File: config.mk
export PLATFORM = sky130hd
export DESIGN_NAME = uart_bus_master
export DESIGN_NICKNAME = d
export VERILOG_FILES = /design/src/rtl/uart_bus_master_pkg.sv /design/src/rtl/uart_bus_master.sv
export SDC_FILE = /design/constraint.sdc
export NUM_CORES = 1
export LEC_CHECK = 0
export ABC_AREA = 1
export CAP_MARGIN = 20
export CORE_MARGIN = 2
export CORE_UTILIZATION = 47
export CTS_CLUSTER_DIAMETER = 40
export DETAILED_ROUTE_END_ITERATION = 8
export PLACE_DENSITY = 0.76
export SYNTH_ARGS = -nofsm -noshare
export SYNTH_HDL_FRONTEND = slang
export SYNTH_SLANG_ARGS = --single-unit
File: constraint.sdc
create_clock -name clk -period 1.7 [get_ports clk]
set_clock_uncertainty 0.05 [all_clocks]
set_input_delay 0.34 -clock clk [delete_from_list [all_inputs] [get_ports clk]]
set_output_delay 0.34 -clock clk [all_outputs]
set_load 0.02 [all_outputs]
File: src/rtl/uart_bus_master_pkg.sv
// Shared constants and state encoding for the UART-driven bus initiator.
// Imported by the top-level FSM.
package uart_bus_master_pkg;

   localparam logic [7:0] OP_WRITE = 8'h57;
   localparam logic [7:0] OP_READ  = 8'h52;
   localparam logic [7:0] RSP_ACK  = 8'h06;
   localparam logic [7:0] RSP_NAK  = 8'h15;

   typedef enum logic [2:0] {
      ST_IDLE = 3'd0,
      ST_ADDR = 3'd1,
      ST_DATA = 3'd2,
      ST_BUS  = 3'd3,
      ST_RESP = 3'd4
   } state_t;

   function automatic int max_int(input int a, input int b);
      return (a > b) ? a : b;
   endfunction

endpackage

File: src/rtl/uart_bus_master.sv
// Byte-stream command decoder that issues single-word reads/writes on the
// picorv32 native memory bus and streams replies back out over UART.
module uart_bus_master
   import uart_bus_master_pkg::*;
#(
   parameter int BUS_TIMEOUT  = 1024,
   parameter int BYTE_TIMEOUT = 5_000_000
) (
   input  logic        clk,
   input  logic        resetn,
   input  logic        rx_valid,
   input  logic [7:0]  rx_data,
   output logic        rx_ready,
   output logic        tx_valid,
   output logic [7:0]  tx_data,
   input  logic        tx_ready,
   output logic        mem_valid,
   output logic [31:0] mem_addr,
   output logic [31:0] mem_wdata,
   output logic [3:0]  mem_wstrb,
   input  logic        mem_ready,
   input  logic [31:0] mem_rdata,
   output logic        busy
);

   localparam int CNT_W = $clog2(max_int(BUS_TIMEOUT, BYTE_TIMEOUT) + 1);
   localparam logic [CNT_W-1:0] BUS_LAST  = CNT_W'(BUS_TIMEOUT - 1);
   localparam logic [CNT_W-1:0] BYTE_LAST = CNT_W'(BYTE_TIMEOUT - 1);

   state_t           r_state,     w_state_next;
   logic             r_is_write,  w_is_write_next;
   logic [1:0]       r_byte_cnt,  w_byte_cnt_next;
   logic [CNT_W-1:0] r_cnt,       w_cnt_next;
   logic [29:0]      r_addr_hi,   w_addr_hi_next;
   logic [31:0]      r_wdata,     w_wdata_next;
   logic [31:0]      r_tx_sr,     w_tx_sr_next;
   logic [1:0]       r_tx_left,   w_tx_left_next;

   logic w_rx_fire;
   logic w_tx_fire;

   assign rx_ready  = (r_state == ST_IDLE) || (r_state == ST_ADDR) || (r_state == ST_DATA);
   assign tx_valid  = (r_state == ST_RESP);
   assign tx_data   = tx_valid ? r_tx_sr[7:0] : 8'h00;
   assign mem_valid = (r_state == ST_BUS);
   assign mem_addr  = {r_addr_hi, 2'b00};
   assign mem_wdata = r_wdata;
   assign mem_wstrb = (mem_valid && r_is_write) ? 4'hF : 4'h0;
   assign busy      = (r_state != ST_IDLE);

   assign w_rx_fire = rx_valid && rx_ready;
   assign w_tx_fire = tx_valid && tx_ready;

   always_ff @(posedge clk or negedge resetn) begin
      if (!resetn) begin
         r_state    <= ST_IDLE;
         r_is_write <= 1'b0;
         r_byte_cnt <= '0;
         r_cnt      <= '0;
         r_addr_hi  <= '0;
         r_wdata    <= '0;
         r_tx_sr    <= '0;
         r_tx_left  <= '0;
      end else begin
         r_state    <= w_state_next;
         r_is_write <= w_is_write_next;
         r_byte_cnt <= w_byte_cnt_next;
         r_cnt      <= w_cnt_next;
         r_addr_hi  <= w_addr_hi_next;
         r_wdata    <= w_wdata_next;
         r_tx_sr    <= w_tx_sr_next;
         r_tx_left  <= w_tx_left_next;
      end
   end

   always_comb begin
      w_state_next    = r_state;
      w_is_write_next = r_is_write;
      w_byte_cnt_next = r_byte_cnt;
      w_cnt_next      = r_cnt;
      w_addr_hi_next  = r_addr_hi;
      w_wdata_next    = r_wdata;
      w_tx_sr_next    = r_tx_sr;
      w_tx_left_next  = r_tx_left;

      case (r_state)
         ST_IDLE: begin
            if (w_rx_fire) begin
               w_byte_cnt_next = '0;
               w_cnt_next      = '0;
               if ((rx_data == OP_WRITE) || (rx_data == OP_READ)) begin
                  w_is_write_next = (rx_data == OP_WRITE);
                  w_state_next    = ST_ADDR;
               end else begin
                  w_tx_sr_next   = {24'h0, RSP_NAK};
                  w_tx_left_next = 2'd0;
                  w_state_next   = ST_RESP;
               end
            end
         end

         ST_ADDR: begin
            if (w_rx_fire) begin
               // Only address bits [31:2] are kept; the low two fall off the end of the shift.
               w_addr_hi_next  = {rx_data, r_addr_hi[29:8]};
               w_cnt_next      = '0;
               w_byte_cnt_next = r_byte_cnt + 2'd1;
               if (r_byte_cnt == 2'd3) begin
                  w_state_next = r_is_write ? ST_DATA : ST_BUS;
               end
            end else if (r_cnt == BYTE_LAST) begin
               w_state_next = ST_IDLE;
            end else begin
               w_cnt_next = r_cnt + 1'b1;
            end
         end

         ST_DATA: begin
            if (w_rx_fire) begin
               w_wdata_next    = {rx_data, r_wdata[31:8]};
               w_cnt_next      = '0;
               w_byte_cnt_next = r_byte_cnt + 2'd1;
               if (r_byte_cnt == 2'd3) begin
                  w_state_next = ST_BUS;
               end
            end else if (r_cnt == BYTE_LAST) begin
               w_state_next = ST_IDLE;
            end else begin
               w_cnt_next = r_cnt + 1'b1;
            end
         end

         ST_BUS: begin
            if (mem_ready) begin
               w_tx_sr_next   = r_is_write ? {24'h0, RSP_ACK} : mem_rdata;
               w_tx_left_next = r_is_write ? 2'd0 : 2'd3;
               w_state_next   = ST_RESP;
            end else if (r_cnt == BUS_LAST) begin
               w_tx_sr_next   = {24'h0, RSP_NAK};
               w_tx_left_next = 2'd0;
               w_state_next   = ST_RESP;
            end else begin
               w_cnt_next = r_cnt + 1'b1;
            end
         end

         ST_RESP: begin
            if (w_tx_fire) begin
               w_tx_sr_next   = {8'h00, r_tx_sr[31:8]};
               w_tx_left_next = r_tx_left - 2'd1;
               if (r_tx_left == 2'd0) begin
                  w_state_next = ST_IDLE;
               end
            end
         end

         default: w_state_next = ST_IDLE;
      endcase
   end

endmodule

Word level (Yosys, flattened, before mapping) --
Index checks and enable logic that the tools add are counted.
Storage, ports and cells: register bits 125, bits in latches 0, bits in writable memories 0, memory bits (read-only) 0, input port bits 45, output and inout bits 80, memories kept 0
Cells by class: add/sub/neg operators 3, multipliers 0, div/mod/pow operators 0, $lt $le $gt $ge 0, equality and inequality tests 20, shift operators 0, multiplexer cells 38, bitwise operators 0, reduce and logical (&&, ||, !) cells 20
Operators with widths (number):
- 32-bit two-way mux | 6
- 23-bit two-way mux | 5
- 32-bit one-hot mux with 3 select lines | 1
- 23-bit one-hot mux with 3 select lines | 1
- 3-bit two-way mux | 11
- 23-bit by 1-bit adder with 23-bit output, second input constant | 1
- 23-bit by 10-bit == test with 1-bit output, second input constant | 1
- 23-bit == test, second input constant | 1
- 8-bit by 7-bit == test with 1-bit output, second input constant | 2
- 2-bit two-way mux | 8
- 3-bit one-hot mux with 5 select lines | 1
- 5-bit AND reduction | 2
- 3-bit nonzero test | 3
- 8-bit two-way mux | 1
- 2-bit != test, second input constant | 4
- 3-bit by 2-bit == test with 1-bit output, second input constant | 2
- 2-bit by 1-bit != test with 1-bit output, second input constant | 3
- 3-bit by 2-bit != test with 1-bit output, second input constant | 2
- 2-bit one-hot mux with 3 select lines | 1
- 3-bit AND reduction | 2
- 6-bit AND reduction | 1
- 4-bit two-way mux | 1
- 2-bit one-hot mux with 2 select lines | 1
- 2-bit AND reduction | 2
- 14 further kinds | 18

Logic depth before layout (Yosys ltp) --
Gate-level depths: netlist of run 1.
depth in word-level cells 6, depth in mapped cells 11, mapped depth without buffers 11

Worst setup path before layout of run 1 --
Ideal clock, no wire load.
kind reg2out, start point register r_state[0], end point output mem_wstrb[1], data arrival time 1.568 ns, data required time 1.310 ns, setup slack -0.258 ns, stages on the path, launching flop included 7, path buffers 2, path through dfrtp_1 > nand2_2 > nor2_8 > inv_2 > clkbuf_1 > nor2_1 > buf_4
On the way: longest elaborated chain between the ends 3
RTL lines:
- from (decl) | RTL line uart_bus_master.sv:30 | state_t r_state, w_state_next;
- from (signal assigned) | RTL line uart_bus_master.sv:65 | r_state <= w_state_next;
- 3-bit by 2-bit == test with 1-bit output | RTL line uart_bus_master.sv:45 | assign mem_valid = (r_state == ST_BUS);
- 1-bit logical AND | RTL line uart_bus_master.sv:48 | assign mem_wstrb = (mem_valid && r_is_write) ? 4'hF : 4'h0;
- 4-bit two-way mux | RTL line uart_bus_master.sv:48
- to (decl) | RTL line uart_bus_master.sv:20 | output logic [3:0] mem_wstrb,
No other way between the ends.

Worst setup path in the final report of run 1 --
start point register r_state[0], end point output tx_data[2]
On the way: longest elaborated chain between the ends 2
RTL lines:
- 3-bit == test | RTL line uart_bus_master.sv:43 | assign tx_valid = (r_state == ST_RESP);
- 8-bit two-way mux | RTL line uart_bus_master.sv:44 | assign tx_data = tx_valid ? r_tx_sr[7:0] : 8'h00;
- to (decl) | RTL line uart_bus_master.sv:15 | output logic [7:0] tx_data,
No other way between the ends.

==> impl_results.md, run 1 <==
* FFs w/ async S/R, synth at 100.0%
* Clock power frac at 32.7%
* CP arrival at 1.59 ns
* Synth Instances at 834
* Diode count at 0
* Worst slew pin tran at 0.5560 ns
* Post-synth top area share at 48.10%
* Die area at 0.01480 mm^2
* H-tree depth at 4
* Number of global-route vias before repair at 6355
* PortBufs at 122
* Internal power at 7.067 mW
* Layout cells sized above 1 at 35.25%
* Initial antenna violation count at 0
* Maxcap violations at 0
* Io pins at 125
* Main combinational cell family by area after synthesis: simple AND/OR/NAND/NOR gates
* DR vias at 7079
* Max Buffers Root-to-Sink at 2
* Post-synth top area cell: dfrtp_1
* Failing checks: negative setup slack
* Part of the power in registers at 31.0%
* Core Area at 0.01340 mm^2
* Post-synth EDFFs at 0
* Multi-input gate area at 0.003551 mm^2
* Die X at 121.6 um
* Register bit total from synthesis at 125
* Sink Count at 125
* CTS tree: yes
* Startpoint Class: register
* Final Cycle Share at 116.3%
* Skew-Pair Late Insertion Delay at 0.43 ns
* Netlist area before placement at 0.006504 mm^2
* Fmax achieved at 505.6 MHz
* Clock root buffer: clkbuf_16
* PnR Total Power at 10.94 mW
* Most common cell in the synthesized netlist: nand2_1
* Post-synthesis compound-gate area fraction at 11.45%
* Gr ovfl total at 0
* # nets final at 1130
* Reg area at 0.003131 mm^2
* Drt total wl at 23.82 mm
* Antenna Nets Post-Route at 0
* Die Ht at 121.6 um
* DRT iter0 DRCs at 594
* Initial Util at 48.53%
* Yosys warns at 0
* Drt first pass iters at 8
* Worst-path cell chain: nor2_4 > inv_2 > nor2_4 > inv_6 > nor2_2 > buf_6
* Leak pwr at 5.266 nW
* Switching Fraction at 35.42%
* Dpl hpwl at 12.58 mm
* PwrDens at 1032 mW/mm^2
* CP max stage cell: dfrtp_2
* Slowest cell delay on critical path at 0.43 ns
* Required @ worst endpoint at 1.31 ns
* Hold Crit Class: in2async
* Fill cells at 789
* Synth cell count leaders: nand2_1, dfrtp_1, nor2_1
* Max FO, Critical Path at 10
* # setup viols final at 138
* Rows at 42
* Net switching power at 3.877 mW
* Crit path time final at 1.978 ns
* Global placer's final weighted congestion at 0.9772
* Adder-cell area share of the yosys netlist at 0.5771%
* Post-synthesis simple-gate area fraction at 31.34%
* Fin. max-slew vios at 0
* Final Hold Viols at 0
* Logic pwr share at 36.3%
* Register area share after synthesis at 48.10%
* Inserted Clock Buffers at 17
* Layout area overhead at 63.10%
* DP Worst Slack at -0.3351 ns
* Tot GR Track Use at 27.34%
* Synth Area per Inst at 7.798 um^2
* Worst-path clk slew at 0.06 ns
* Most used flip-flop cell after synthesis: dfrtp_1
* DR WL/cell at 18.74 um
* Post-route setup slack at -0.2777 ns
* VDD IR max at 919.2 uV
* Yosys cell types at 39
* Mux cell area share after synthesis at 0%
* Critical path class: reg2out
* DRC at 0
* First-pass GRT wire length at 31.33 mm
* Largest net degree at the start of global routing at 37
* Outcome: complete, but fails checks
* Slew margin rel. at 62.93%
* Crit-path most repeated cell: nor2_4
* Synth top area cells: dfrtp_1, nand2_1, nor2_1, o21ai_0, o21ai_2
* Post-Synth XOR/XNOR Area at 0.8080%
* Vias per inst at 5.570
* Unrepaired setup endpoints after global routing: yes
* Crit path capture type: primary output
-- state kept, by name, summed over array words and instances, names as in the netlist --
name        cells
r_is_write      1
r_tx_left       2
r_state         3
r_tx_sr        32
r_cnt          23
r_byte_cnt      2
r_addr_hi      30
mem_wdata      32
-- kinds of logic (layout without fill, tap and decap cells) --
family / count (synthesis) / after routing
adders and majority gates: 3 / 3
and+or+nand+nor: 478 / 478
xor gates and xnor gates: 6 / 6
DFF: 125 / 125
other: 1 / 2
buffers and inverters: 104 / 364
AOI/OAI and AO/OA: 117 / 117
-- worst max-delay path: cells and delay by family, from the launching register on --
kind          cells  cell delay [ns]
simple gates      3             0.41
flops             1             0.43
buf+inv           3             0.30
-- cells in the final DEF, fill, tap and decap left out, drive strengths merged --
master / n
a21oi: 5
a22oi: 20
a31oi: 2
and3: 2
buf: 152
bufinv: 1
clkbuf: 29
clkdlybuf4s50: 43
clkinv: 7
clkinvlp: 2
conb: 2
dfrtp: 125
dlygate4sd2: 62
dlygate4sd3: 1
ha: 3
inv: 67
nand2: 328
nand3: 38
nand3b: 3
nand4: 18
nor2: 78
nor3: 9
o21a: 1
o21ai: 87
o21bai: 1
o32ai: 1
or2: 2
xnor2: 2
xor2: 4
-- through the flow --
step                      hold WS, ns  instance area (um^2)  TNS [ns]  cells  util (%)
after floorplan             -0.005591                  6556    -2.345    835         -
after global placement         0.2981                  8607    -19.66   1191     64.23
after detailed placement       0.3026                  8607    -22.06   1191     64.23
after CTS                      0.3862                  9593    -10.32   1245     71.59
after global routing           0.4014                 10610    -27.98   1271     79.16
final                          0.3875                 10610    -20.97   1271     79.16
-- timing repair --
| item | 4_1_cts | 5_1_grt |
|---|---|---|
| pin swaps | 16 | 41 |
| hold buffers | 1 | 0 |
| endpoints found under the setup margin | 136 | 136 |
| buffers inserted | 16 | 12 |
| hold endpoints to repair | 31 | 0 |
| cloned | 6 | 17 |
| resized for setup | 212 | 197 |
-- metal layers --
layer / track usage, % / up-vias / share of wire, %
li1: - / 3203 / -
met1: 33.40 / 3416 / 38
met2: 46.07 / 354 / 51
met3: 6.695 / 106 / 6.5
met4: 12.07 / 0 / 4.4
met5: 0 / - / 0
-- worst paths after layout --
kind                                 endpoint           from  cells past startpoint  slack (ns)
worst max-delay path               tx_data[2]     r_state[0]                      6       -0.28
worst min-delay path             mem_wdata[3]         resetn                      2        0.39
worst max register to register     r_tx_sr[0]     r_state[0]                     12       -0.23
worst min register to register    r_tx_sr[31]    r_tx_sr[31]                      2        0.43
max in group asynchronous       r_addr_hi[25]         resetn                      3        0.60
min in group clk                  r_tx_sr[29]  mem_rdata[29]                      3        0.39
-- power by group through the flow --
stage	registers [mW]	logic, mW	clock network (mW)
after floorplan	3.53	1.44	0
after global placement	3.38	2.65	0
after detailed placement	3.39	2.68	0
after CTS	3.34	3.47	3.56
after global routing	3.41	4.15	3.76
final	3.39	3.98	3.57
-- cell type report --
type | count | share of cell area [%]
clock buffers | 18 | 4.140
clock inverters | 14 | 1.250
inverters | 63 | 2.347
multi-input cells | 606 | 33.47
flip-flops and latches | 125 | 29.51
well taps | 176 | 2.076
repair buffers | 269 | 27.20
Note: power is estimated with default switching activity, not from simulation.
==> run 2, diff against run 1 <==
--- a/config.mk
+++ b/config.mk
@@ -15,3 +15,4 @@
 export SYNTH_ARGS = -nofsm -noshare
 export SYNTH_HDL_FRONTEND = slang
 export SYNTH_SLANG_ARGS = --single-unit
+export TNS_END_PERCENT = 30
==> run 2 against run 1 <==
Net effect: the run still ends with negative setup slack left; combinational power down 12%; non-clock buffer count down 20; sequential power down 2%; routed wire length down 14%; register-to-register slack better by 0.06 ns; global-route usage down 0.65 points; clock power up 4%; clock-buffer cell count up 1; utilization down 5.5 points; worst setup slack better by 0.087 ns; design area down 6.9%; largest cell class unchanged.
==> impl_results.md, run 2 (synthesis results as in run 1) <==
* Outcome: complete, but fails checks
* Failing checks: negative setup slack
* Global placer's final weighted congestion at 0.9615 (-1.6%)
* Maxcap violations at 0 (unchanged)
* Clock root buffer: clkbuf_16
* Unrepaired setup endpoints after global routing: yes
* DRC at 0 (unchanged)
* Max FO, Critical Path at 2 (-8)
* Initial antenna violation count at 0 (unchanged)
* Top sig layer: met4
* Crit path capture type: primary output
* Slowest cell delay on critical path at 0.42 ns (about the same)
* Worst r2r path cells at 10 (-2)
* Drt total wl at 20.40 mm (-14%)
* Worst reg2reg startpoint: r_cnt[12]
* Core Area at 0.01340 mm^2 (unchanged)
* Required @ worst endpoint at 1.31 ns (about the same)
* Hold Crit Class: in2reg
* Post-route cell area at 0.009877 mm^2 (-6.9%)
* Tot GR Track Use at 26.69% (-0.65 points)
* R2R Path End: r_tx_sr[13]
* Number of global-route vias before repair at 6208 (-2.3%)
* Post-DP Area at 0.008504 mm^2 (-1.2%)
* Top delay family on crit path: flip-flops
* Largest net degree at the start of global routing at 99 (+170%)
* PnR Total Power at 10.56 mW (-3.5%)
* Final Hold Viols at 0 (unchanged)
* Worst-path cell chain: nor2_4 > inv_2 > nor2_4 > buf_4 > buf_6 > buf_6
* Final Cycle Share at 111.2% (-5.1 points)
* Die X at 121.6 um (unchanged)
* Most common cell after layout, fill and taps aside: nand2_1
* DR WL/cell at 16.26 um (-13%)
* Inserted Clock Buffers at 17 (unchanged)
* Buf+Inv Stages, Crit Path at 4 (+1)
* Crit path time final at 1.890 ns (-0.08746 ns)
* Max Buffers Root-to-Sink at 2 (unchanged)
* Layout cells sized above 1 at 29.04% (-6.2 points)
* Drt first pass iters at 5 (-3)
* Post-route setup slack at -0.1902 ns (+0.08746 ns)
* Worst slew pin tran at 0.5287 ns (-0.02736 ns)
* Diode count at 0 (unchanged)
* DRT iter0 DRCs at 467 (-21%)
* Slew margin rel. at 64.76% (+1.8 points)
* Fmax achieved at 529.0 MHz (+4.6%)
* WL met1 at 8.166 mm (-9.1%)
* Io pins at 125 (unchanged)
* Worst Setup SP: r_state[0]
* Worst-path clk slew at 0.06 ns (about the same)
* PwrDens at 1069 mW/mm^2 (+3.6%)
* Vias per inst at 5.287 (-5.1%)
* Skew-Pair Late Insertion Delay at 0.42 ns (about the same)
* Levels on crit path at 6 (unchanged)
* Leak pwr at 4.827 nW (-8.3%)
* Dpl hpwl at 12.49 mm (-0.70%)
* # setup viols final at 80 (-42%)
* Die area at 0.01480 mm^2 (unchanged)
* Startpoint Class: register
* Gr ovfl total at 0 (unchanged)
* Die Ht at 121.6 um (unchanged)
* CP max stage cell: dfrtp_2
* H-tree depth at 4 (unchanged)
* Layout area overhead at 51.87%
* PortBufs at 122 (unchanged)
* CP arrival at 1.50 ns (-0.09 ns)
* Commonest cells after routing, fill and taps aside: nand2_1, dfrtp_1, buf_4, dlygate4sd2_1, inv_1
* Antenna Nets Post-Route at 0 (unchanged)
* Initial Util at 48.53% (unchanged)
* Fin. max-slew vios at 0 (unchanged)
* DR vias at 6630 (-6.3%)
* CTS tree: yes
* DR WL met2 at 10.61 mm (-13%)
* Critical path class: reg2out
* VDD IR max at 845.2 uV (-8.0%)
* Rows at 42 (unchanged)
* # nets final at 1113 (-1.5%)
* First-pass GRT wire length at 30.88 mm (-1.5%)
* Sink Count at 125 (unchanged)
* Critical Path Sink: tx_valid
* Met3 WL at 1.042 mm (-33%)
* Worst reg2reg setup slack at -0.17 ns (+0.06 ns)
-- run 2: cell types whose count changed in the layout (fill, tap and decap cells not counted), moves of 7 or more --
cell,previous run,this run
nand2_2,43,27
nand2_4,29,6
o21ai_0,15,37
clkbuf_16,28,20
nor2_2,8,15
nand2_1,256,295
buf_6,44,34
buf_4,86,94
o21ai_2,53,36
a22oi_1,12,20
a22oi_2,8,0
-- run 2: where the power goes --
part / leakage [nW] / internal [mW] / switching (mW)
clock: 0.288 / 2.27 / 1.46
sequential: 1.64 / 3.20 / 0.134
combinational: 2.90 / 1.51 / 1.99
total: 4.83 / 6.98 / 3.58
-- run 2: how the worst min path moves through the flow --
stage,from,endpoint,cells past startpoint
2_1_floorplan,resetn,mem_wdata[0],0
4_1_cts,mem_rdata[31],r_tx_sr[31],3
3_5_place_dp,resetn,mem_wdata[3],2
5_1_grt,mem_rdata[26],r_tx_sr[26],3
6_report,mem_rdata[31],r_tx_sr[31],3
3_3_place_gp,resetn,mem_wdata[3],2
-- run 2: cell type report --
type | count | area [um^2]
Timing Repair Buffer | 249 | 2377
Clock inverter | 13 | 152.6
Fill cell | 983 | 3523
Sequential cell | 125 | 3131
Inverter | 63 | 244.0
Tap cell | 176 | 220.2
Multi-Input combinational cell | 609 | 3299
Clock buffer | 19 | 452.9
-- run 2: repair_timing --
action / in CTS / in global routing
hold buffers: 1 / 0
pin swaps: 12 / 19
gates cloned: 5 / 6
setup buffers: 11 / 8
setup endpoints to repair: 161 / 135
gates resized for setup: 207 / 101
endpoints found under the hold margin: 125 / 0
-- run 2: worst register-to-register path, stage by stage, from the launching register on --
cell and delay, ns:
dfrtp_1 0.39, nor2_2 0.17, nand2_1 0.14, nor2_4 0.16, nand3_2 0.11, nand2_2 0.11, nand4_4 0.11, buf_12 0.19
clkbuf_16 0.17, nand2_1 0.08, o21ai_2 0.06
-- run 2: per-layer routing --
metal	up-vias	global-route usage, %
li1	3142	-
met1	3189	33.71
met2	238	45.79
met3	61	5.946
met4	0	8.405
met5	-	0
-- run 2: per-stage QoR --
stage	hold slack, ns	cells	setup WS (ns)	setup TNS (ns)	utilization (%)
5_1_grt	0.4195	1254	-0.2488	-15.01	73.71
4_1_cts	0.3946	1240	-0.1700	-6.857	69.84
3_3_place_gp	0.3491	1191	-0.2399	-23.10	63.46
6_report	0.3971	1254	-0.1902	-8.544	73.71
3_5_place_dp	0.3484	1191	-0.3050	-25.91	63.46
2_1_floorplan	-0.005591	835	-0.05187	-2.294	-
